$ cat src/rtl/commit_result_sender_pkg.sv
// Shared types for the scalar commit path.
// Record layout and derived widths.
package commit_result_sender_pkg;

  localparam int THREAD_CNT     = 4;
  localparam int WARP_CNT       = 4;
  localparam int WARP_CNT_WIDTH =
    (WARP_CNT > 1) ? $clog2(WARP_CNT) : 1;
  localparam int UUID_WIDTH     = 16;
  localparam int XLEN           = 32;
  localparam int NR_BITS        = 5;

  typedef struct packed {
    logic [UUID_WIDTH-1:0]            uuid;
    logic [WARP_CNT_WIDTH-1:0]        wid;
    logic [THREAD_CNT-1:0]            tmask;
    logic [XLEN-1:0]                  pc;
    logic                             wb;
    logic [NR_BITS-1:0]               rd;
    logic [THREAD_CNT-1:0][XLEN-1:0]  data;
    logic                             sop;
    logic                             eop;
    logic                             halt;
  } commit_scalar_data_t;

  localparam int COMMIT_DATAW = $bits(commit_scalar_data_t);

  function automatic int pend_width(input int max);
    return (max + 1 > 1) ? $clog2(max + 1) : 1;
  endfunction

endpackage

$ cat src/rtl/commit_result_sender_if.sv
// Valid/ready channel carrying one commit record.
// Used on both the execute side and the commit side.
interface commit_result_sender_if;
  import commit_result_sender_pkg::*;

  logic                valid;
  commit_scalar_data_t data;
  logic                ready;

  modport master (
    output valid,
    output data,
    input  ready
  );

  modport slave (
    input  valid,
    input  data,
    output ready
  );

endinterface

$ cat src/rtl/commit_sender_fifo.sv
// Registered result FIFO, wrap-bit pointers.
// Head is read straight from storage; no bypass.
module commit_sender_fifo
  import commit_result_sender_pkg::*;
#(
  parameter int DEPTH = 4
) (
  input  logic                clk,
  input  logic                reset,
  input  logic                push,
  input  logic                pop,
  input  commit_scalar_data_t wdata,
  output commit_scalar_data_t rdata,
  output logic                full,
  output logic                empty
);

  localparam int IDX_W = $clog2(DEPTH);

  logic [IDX_W:0]      wr_ptr;
  logic [IDX_W:0]      rd_ptr;
  commit_scalar_data_t mem [DEPTH];
  logic                do_push;
  logic                do_pop;

  assign do_push = push && !full;
  assign do_pop  = pop && !empty;

  // Storage is cleared so the head never shows X.
  always_ff @(posedge clk) begin
    if (reset) begin
      wr_ptr <= '0;
      rd_ptr <= '0;
      for (int i = 0; i < DEPTH; i++) begin
        mem[i] <= '0;
      end
    end else begin
      if (do_push) begin
        mem[wr_ptr[IDX_W-1:0]] <= wdata;
        wr_ptr <= wr_ptr + (IDX_W+1)'(1);
      end
      if (do_pop) begin
        rd_ptr <= rd_ptr + (IDX_W+1)'(1);
      end
    end
  end

  assign full =
    (wr_ptr[IDX_W] != rd_ptr[IDX_W]) &&
    (wr_ptr[IDX_W-1:0] == rd_ptr[IDX_W-1:0]);
  assign empty = (wr_ptr == rd_ptr);
  assign rdata = mem[rd_ptr[IDX_W-1:0]];

endmodule

$ cat src/rtl/commit_result_sender.sv
// Execute-side commit transmitter: result FIFO
// plus per-warp in-flight instruction counters.
module commit_result_sender
  import commit_result_sender_pkg::*;
#(
  parameter int DEPTH       = 4,
  parameter int MAX_PENDING = 8
) (
  input  logic                      clk,
  input  logic                      reset,
  commit_result_sender_if.slave     res_if,
  commit_result_sender_if.master    commit_if,
  input  logic                      disp_valid,
  input  logic [WARP_CNT_WIDTH-1:0] disp_wid,
  output logic                      disp_ready,
  output logic [WARP_CNT-1:0]       pending,
  output logic                      empty
);

  localparam int PEND_W = pend_width(MAX_PENDING);

  commit_scalar_data_t head;
  logic                fifo_full;
  logic                fifo_empty;
  logic                push;
  logic                pop;
  logic                dec;
  logic [PEND_W-1:0]   cnt [WARP_CNT];
  logic [WARP_CNT-1:0] inc_vec;
  logic [WARP_CNT-1:0] dec_vec;

  commit_sender_fifo #(
    .DEPTH (DEPTH)
  ) u_fifo (
    .clk   (clk),
    .reset (reset),
    .push  (push),
    .pop   (pop),
    .wdata (res_if.data),
    .rdata (head),
    .full  (fifo_full),
    .empty (fifo_empty)
  );

  assign res_if.ready     = !fifo_full;
  assign commit_if.valid  = !fifo_empty;
  assign commit_if.data   = head;

  assign push = res_if.valid && res_if.ready;
  assign pop  = commit_if.valid && commit_if.ready;
  assign dec  = pop && head.eop;

  // Registered count only; a same-cycle retire is not seen.
  assign disp_ready = cnt[disp_wid] < PEND_W'(MAX_PENDING);

  always_comb begin
    inc_vec = '0;
    dec_vec = '0;
    pending = '0;
    for (int w = 0; w < WARP_CNT; w++) begin
      inc_vec[w] = disp_valid && disp_ready &&
                   (disp_wid == WARP_CNT_WIDTH'(w));
      dec_vec[w] = dec &&
                   (head.wid == WARP_CNT_WIDTH'(w));
      pending[w] = (cnt[w] != '0);
    end
  end

  assign empty = fifo_empty && ~|pending;

  always_ff @(posedge clk) begin
    if (reset) begin
      for (int w = 0; w < WARP_CNT; w++) begin
        cnt[w] <= '0;
      end
    end else begin
      for (int w = 0; w < WARP_CNT; w++) begin
        unique case ({inc_vec[w], dec_vec[w]})
          2'b10: cnt[w] <= cnt[w] + PEND_W'(1);
          2'b01: begin
            if (cnt[w] != '0) begin
              cnt[w] <= cnt[w] - PEND_W'(1);
            end
          end
          default: ;
        endcase
      end
    end
  end

`ifndef SYNTHESIS
  always_ff @(posedge clk) begin
    if (!reset) begin
      assert (!(dec && cnt[head.wid] == '0))
        else $error("commit underflow wid=%0d", head.wid);
      assert (!(push && cnt[res_if.data.wid] == '0))
        else $error("push with no pending wid=%0d",
                    res_if.data.wid);
    end
  end
`endif

endmodule

$ cat src/flat_wrapper.sv
// flat-port wrapper written by rule: the top's interface ports become plain ports
module commit_result_sender_flat import commit_result_sender_pkg::*;
#(
  parameter int DEPTH       = 4,
  parameter int MAX_PENDING = 8
)
  (clk, reset, disp_valid, disp_wid, disp_ready, pending, empty, res_if_valid, res_if_data, res_if_ready, commit_if_valid, commit_if_data, commit_if_ready);
  commit_result_sender_if res_if_i ();
  commit_result_sender_if commit_if_i ();
  input  logic clk;
  input  logic reset;
  input  logic disp_valid;
  input  logic [WARP_CNT_WIDTH-1:0] disp_wid;
  output logic disp_ready;
  output logic [WARP_CNT-1:0] pending;
  output logic empty;
  input wire logic [$bits(res_if_i.valid)-1:0] res_if_valid;
  input wire logic [$bits(res_if_i.data)-1:0] res_if_data;
  output wire logic [$bits(res_if_i.ready)-1:0] res_if_ready;
  output wire logic [$bits(commit_if_i.valid)-1:0] commit_if_valid;
  output wire logic [$bits(commit_if_i.data)-1:0] commit_if_data;
  input wire logic [$bits(commit_if_i.ready)-1:0] commit_if_ready;
  assign res_if_i.valid = res_if_valid;
  assign res_if_i.data = res_if_data;
  assign res_if_ready = res_if_i.ready;
  assign commit_if_valid = commit_if_i.valid;
  assign commit_if_data = commit_if_i.data;
  assign commit_if_i.ready = commit_if_ready;
  commit_result_sender #(.DEPTH(DEPTH), .MAX_PENDING(MAX_PENDING)) u_core (.clk(clk), .reset(reset), .res_if(res_if_i), .commit_if(commit_if_i), .disp_valid(disp_valid), .disp_wid(disp_wid), .disp_ready(disp_ready), .pending(pending), .empty(empty));
endmodule
$ cat config.mk
export PLATFORM = sky130hd
export DESIGN_NAME = commit_result_sender_flat
export DESIGN_NICKNAME = d
export VERILOG_FILES = /design/src/rtl/commit_result_sender_pkg.sv /design/src/rtl/commit_result_sender_if.sv /design/src/rtl/commit_sender_fifo.sv /design/src/rtl/commit_result_sender.sv /design/src/flat_wrapper.sv
export SDC_FILE = /design/constraint.sdc
export NUM_CORES = 1
export LEC_CHECK = 0
export CAP_MARGIN = 10
export CORE_ASPECT_RATIO = 2
export CORE_MARGIN = 2
export CORE_UTILIZATION = 56
export DETAILED_ROUTE_END_ITERATION = 16
export PLACE_DENSITY = 0.9
export SYNTH_ARGS = -nofsm -noshare
export SYNTH_HDL_FRONTEND = slang
export SYNTH_SLANG_ARGS = --single-unit
$ cat constraint.sdc
create_clock -name clk -period 6.79 [get_ports clk]
set_input_delay 1.0185 -clock clk [delete_from_list [all_inputs] [get_ports clk]]
set_output_delay 1.0185 -clock clk [all_outputs]
set_load 0.01 [all_outputs]
==> impl_results.md, run 1 <==
* WL/cell at 24.8 um
* Synth-to-layout area growth at 19.7%
* Worst EP required at 5.77 ns
* Finish-stage setup viols at 0
* Outcome: finished clean
* Fin Clk Skew at 0.0170 ns
* Total Routing Usage GR at 0.253
* CTS Buffer Depth at 3
* Post-synthesis adder-cell area fraction at 0.00576
* Distinct cells, synth at 46
* Post-synth EDFFs at 780
* Measured slew at the worst slew-check pin at 1.25 ns
* Antenna violations before repair at 21
* F_max at 0.222 GHz
* Hold crit path type: flop to flop
* Post-Synth Simple-Gate Area at 0.152
* Layout net count at 2589
* Max-cap violations at 0
* Total chip power at 11.8 mW
* Most used flip-flop cell after synthesis: edfxtp_1
* I/O Buffers at 396
* Clock buffers created by TritonCTS at 67
* Max_slew headroom at 0.167
* CTS H-tree lvls at 3
* Top post-synthesis cells by count: edfxtp_1, and2_1, mux4_2, clkbuf_2, clkbuf_1
* Clock insertion delay at the later pin of the skew report at 0.60 ns
* Via/cell ratio at 5.82
* Dominant cells by area after synthesis: edfxtp_1, and2_1, mux4_2
* TNS Setup at 0 ns
* Crit path DAT at 3.48 ns
* Hold_buf cts at 0
* Leak pwr at 14.6 nW
* Post-synth top area share at 0.682
* Startpoint Class: flop
* Main combinational cell family by area after synthesis: simple AND/OR/NAND/NOR gates
* Period utilization at 0.662
* Final min period at 4.50 ns
* Resized cells post-CTS at 0
* Final Cell Area at 41100 um^2
* Share of cells above drive strength 1 at 0.134
* Cell taking the most area after synthesis: edfxtp_1
* Die area at 63400 um^2
* Total number of clock tree sinks at 788
* Row count at 128
* WS Path Type: flop to output pin
* Syn Inst Count at 2023
* Fillers at 3896
* Share of flip-flops with an asynchronous set or reset at 0
* Count leader, synth: edfxtp_1
* Initial Util at 0.564
* Post-route ant nets at 0
* Worst-path fanout max at 65
* Global placer's final weighted congestion at 0.760
* XOR/XNOR share of the synthesized area at 0.00383
* Endpoint class of the critical path: output pin
* Sequential share of the synthesized area at 0.687
* Vias in the first global route at 20000
* Number of synthesized register bits at 788
* GRT overflow at 0
* WL final at 79.8 mm
* Max incr delay on CP at 0.90 ns
* Clock transition at path regs at 0.07 ns
* Vias at 18800
* Mapped cell area at 34300 um^2
* PwrDens at 288 nW/um^2
* Postcts setup bufs at 0
* DRT iter0 DRCs at 1554
* Final routed DRC violation total at 0
* Die width at 179 um
* CTS tree: yes
* Slew Viols, Final at 0
* Mapped Nets at 2235
* Peak supply drop at 0.000249 V
* DRT Pass-1 Iters at 5
* Core area at 60900 um^2
* Largest net degree at the start of global routing at 140
* Chip Height at 354 um
* Ports at 397
* Yosys warns at 0
* Area after DPL at 39000 um^2
* Root Buffer: clkbuf_16
* CP max stage cell: dfxtp_4
* HPWL after DPL at 46.6 mm
* Final Hold Fails at 0
* First-pass GRT wire length at 119 mm
* Unrepaired setup endpoints after global routing: no
* Proportion of synthesized area in mux cells at 0.128
* Mean Syn Cell Area at 17.0 um^2
* Synth Area in Compound Gates at 0.00444
* Sequence of cells on the critical path: buf_4 > mux4_2 > clkdlybuf4s50_1
-- report_power, final --
part           switching, mW  internal [mW]
registers              0.120           5.69
logic                   1.08           1.23
clock network           1.73           1.99
total                   2.93           8.92
-- registers in the layout (all words and copies together), names as in the netlist, named ones only --
register	count
u_core.cnt	16
u_core.u_fifo.mem	764
u_core.u_fifo.rd_ptr	3
u_core.u_fifo.wr_ptr	3
-- path summary, 6_finish.rpt --
| check | startpoint | endpoint | slack [ns] | cells past startpoint |
|---|---|---|---|---|
| setup / recovery | flop | commit_if_data[79] | 2.29 | 3 |
| hold / removal | u_core.u_fifo.rd_ptr[1] | flop | 0.52 | 2 |
| setup reg to reg | flop | u_core.cnt[2][3] | 2.80 | 12 |
| hold reg to reg | u_core.u_fifo.rd_ptr[1] | flop | 0.52 | 2 |
-- worst max-delay path, delay by kind of cell (launching register included) --
family / cells / cell delay [ns]
buffers and inverters: 2 / 1.51
flip-flops: 1 / 0.90
multiplexers: 1 / 0.41
-- metrics by stage --
step | setup slack, ns | std cells | util | hold WS [ns]
4_1_cts | 2.14 | 3207 | 0.675 | 0.517
5_1_grt | 2.12 | 3223 | 0.676 | 0.544
3_3_place_gp | 2.28 | 3088 | 0.641 | 0.482
2_1_floorplan | 0.585 | 2023 | - | 0.478
3_5_place_dp | 2.21 | 3088 | 0.641 | 0.506
6_report | 2.29 | 3223 | 0.676 | 0.516
-- logic make-up (layout without fill, tap and decap cells) --
family	Yosys count	after routing
multiplexers	199	199
buffers and inverters	149	553
flip-flops	788	788
AND/OR/NAND/NOR	837	837
adder cells (fa/ha/maj)	14	14
XOR/XNOR	15	15
AO/OA/AOI/OAI	21	21
other	0	16
-- cells in the final DEF (no fill, tap or decap), types with 13 or more instances in the layout --
| cell type | n |
|---|---|
| edfxtp_1 | 780 |
| and2_1 | 764 |
| clkdlybuf4s50_1 | 396 |
| mux4_2 | 192 |
| clkbuf_16 | 69 |
| nor2_1 | 17 |
| diode_2 | 16 |
| inv_1 | 16 |
| clkinv_1 | 15 |
| clkinv_2 | 13 |
-- routing by layer --
metal / GRT usage / share of wire / up-vias / wire, um
met2: 0.439 / 0.53 / 787 / 42600
met4: 0.107 / 0.039 / 12 / 3110
met1: 0.293 / 0.34 / 9583 / 27100
li1: - / - / 8208 / -
met3: 0.0689 / 0.087 / 161 / 6940
met5: 0 / 0.0010 / - / 81
-- cell type report --
cell class              instances  area (um^2)  share of cell area
clock inverters                42          314             0.00764
well taps                     780          976              0.0237
diodes                         16         40.0            0.000974
flip-flops and latches        788        23600               0.574
repair buffers                418         4250               0.103
multi-input cells            1086        10100               0.246
inverters                      16         60.1             0.00146
clock buffers                  77         1760              0.0427
No activity file was read; power rests on OpenSTA's default activity.
==> run 2, diff against run 1 <==
- CORE_UTILIZATION: 56 -> 51
- PLACE_DENSITY: 0.9 -> 0.87
- clock period: 6.79 -> 3.6 ns (I/O delays scaled with it)
==> run 2 against run 1 <==
Compared with the run above: wire length up 0.12%; sequential cell count unchanged; setup slack got worse by 2.1 ns; first-iteration DRC count decreased by 28%; via count shrank 0.86%; hold slack better by 0.011 ns; sequential power rose by 88%; combinational power is 95% higher; global-route usage is 2.0 points lower; critical path type unchanged; highest routed layer unchanged.
==> impl_results.md, run 2 (synthesized netlist as in run 1, its figures left out) <==
* Outcome: finished clean (unchanged)
* Hold_ws at 0.526 ns (was 0.516 ns)
* Fin Clk Skew at 0.0293 ns (was 0.0170 ns)
* Max-cap violations at 0 (unchanged)
* First-pass GRT wire length at 122 mm (was 119 mm)
* Via/cell ratio at 5.57 (was 5.82)
* Die width at 187 um (was 179 um)
* WL/cell at 23.9 um (was 24.8 um)
* WL final at 79.9 mm (was 79.8 mm)
* PwrDens at 549 nW/um^2 (was 288 nW/um^2)
* Chip Height at 371 um (was 354 um)
* DRT iter0 DRCs at 1116 (was 1554)
* I/O Buffers at 396 (unchanged)
* Max reg flops at 764 (unchanged)
* Measured slew at the worst slew-check pin at 1.02 ns (was 1.25 ns)
* Layout net count at 2601 (was 2589)
* Largest registers: u_core.u_fifo.mem (764), u_core.cnt (16) (unchanged)
* Clock power share at 0.327 (was 0.314)
* Synth-to-layout area growth at 21.5% (was 19.7%)
* Switch share at 0.240 (was 0.247)
* Worst-path fanout max at 29 (was 65)
* Largest reg by FF count: u_core.u_fifo.mem (unchanged)
* WS Path Type: flop to output pin (unchanged)
* Initial Util at 0.515 (was 0.564)
* Max incr delay on CP at 0.55 ns (was 0.90 ns)
* Finished Layout Cells at 3339 (was 3223)
* Worst path most repeated cell: buf_8
* Postcts setup bufs at 0 (unchanged)
* HPWL after DPL at 46.7 mm (was 46.6 mm)
* Logic pwr share at 0.196 (was 0.195)
* Share of cells above drive strength 1 at 0.137 (was 0.134)
* GRT overflow at 0 (unchanged)
* Post-Route Utilization at 0.625 (was 0.676)
* Final routed DRC violation total at 0 (unchanged)
* Slew Viols, Final at 0 (unchanged)
* CTS Buffer Depth at 3 (unchanged)
* Placed Instances at 3201 (was 3088)
* Final Hold Fails at 0 (unchanged)
* Ports at 397 (unchanged)
* Row count at 134 (was 128)
* Vias in the first global route at 20400 (was 20000)
* Area after DPL at 39300 um^2 (was 39000 um^2)
* Final min period at 3.40 ns
* Peak supply drop at 0.000469 V (was 0.000249 V)
* Period utilization at 0.945
* Endpoint class of the critical path: output pin (unchanged)
* Commonest non-fill, non-tap cells in the layout: edfxtp_1, and2_1, clkdlybuf4s50_1 (unchanged)
* Worst EP required at 3.06 ns (was 5.77 ns)
* Finish-stage setup viols at 0 (unchanged)
* CTS tree: yes (unchanged)
* Die area at 69600 um^2 (was 63400 um^2)
* Final Cell Area at 41700 um^2 (was 41100 um^2)
* Antenna violations before repair at 19 (was 21)
* Clock buffers created by TritonCTS at 68 (was 67)
* Clock insertion delay at the later pin of the skew report at 0.62 ns (was 0.60 ns)
* Pint at 17.4 mW (was 8.92 mW)
* Total chip power at 22.9 mW (was 11.8 mW)
* CTS H-tree lvls at 3 (unchanged)
* Leak pwr at 14.8 nW (was 14.6 nW)
* NetSw at 5.51 mW (was 2.93 mW)
* Max_slew headroom at 0.319 (was 0.167)
* Total number of clock tree sinks at 788 (unchanged)
* Commonest non-fill, non-tap cell in the layout: edfxtp_1 (unchanged)
* Hold_buf cts at 0 (unchanged)
* Hold crit path type: flop to flop (unchanged)
* Vias at 18600 (was 18800)
* Root Buffer: clkbuf_16 (unchanged)
* Clock transition at path regs at 0.06 ns (was 0.07 ns)
* Total Routing Usage GR at 0.233 (was 0.253)
* CP max stage cell: mux4_2 (was dfxtp_4)
* Largest net degree at the start of global routing at 192 (was 140)
* Startpoint Class: flop (unchanged)
* Seq pwr share at 0.477 (was 0.491)
* F_max at 0.294 GHz
* Post-route ant nets at 0 (unchanged)
* Crit path DAT at 2.86 ns (was 3.48 ns)
* DRT Pass-1 Iters at 5 (unchanged)
* Core area at 66700 um^2 (was 60900 um^2)
* Global placer's final weighted congestion at 0.775 (was 0.760)
* Sequence of cells on the critical path: buf_8 > buf_8 > mux4_2 > clkdlybuf4s50_1 (was buf_4 > mux4_2 > clkdlybuf4s50_1)
* Unrepaired setup endpoints after global routing: no (unchanged)
## run 2: worst paths after layout
path                                 from                 end  slack, ns  cells after the start
hold / removal    u_core.u_fifo.rd_ptr[1]                flop       0.53                      2
setup reg to reg                     flop    u_core.cnt[0][3]       0.28                     11
setup / recovery                     flop  commit_if_data[46]       0.20                      4
hold reg to reg   u_core.u_fifo.rd_ptr[1]                flop       0.53                      2
## run 2: final cells by class
class | count | area [um^2]
antenna | 14 | 35.0
clock buffer | 87 | 1860
clock inverter | 35 | 399
fill | 4604 | 25000
inverter | 16 | 60.1
multi-input combinational | 1086 | 10100
sequential | 788 | 23600
tap | 884 | 1110
timing repair buffer | 429 | 4550
## run 2: power groups by stage
stage	sequential, mW	combinational, mW	clock (mW)
after floorplan	11.0	2.38	0
after global placement	11.1	4.41	0
after detailed placement	11.1	4.46	0
after CTS	10.9	4.58	7.65
after global routing	11.0	4.77	7.96
final	10.9	4.50	7.49
## run 2: worst max-delay path, delay by kind of cell, from the launching register on
| kind | cells | cell delay, ns |
|---|---|---|
| muxes | 1 | 0.55 |
| buffers and inverters | 3 | 1.21 |
| DFF | 1 | 0.46 |
## run 2: layer usage
layer	GRT usage	vias to the layer above	share of wire
li1	-	8245	-
met2	0.412	674	0.53
met3	0.0559	151	0.071
met5	0	-	0.0013
met1	0.270	9505	0.36
met4	0.102	14	0.034
## run 2: per-stage QoR
stage | TNS [ns] | setup WS (ns)
5_1_grt | 0 | 0.00264
6_report | 0 | 0.199
2_1_floorplan | -20.17 | -0.106
4_1_cts | 0 | 0.0352
3_3_place_gp | 0 | 0.164
3_5_place_dp | 0 | 0.156
## run 2: timing repair
action                     4_1_cts  5_1_grt
hold endpoints to repair         0        0
setup endpoints to repair       89        1
resized for setup                7        2
cloned                           2        0
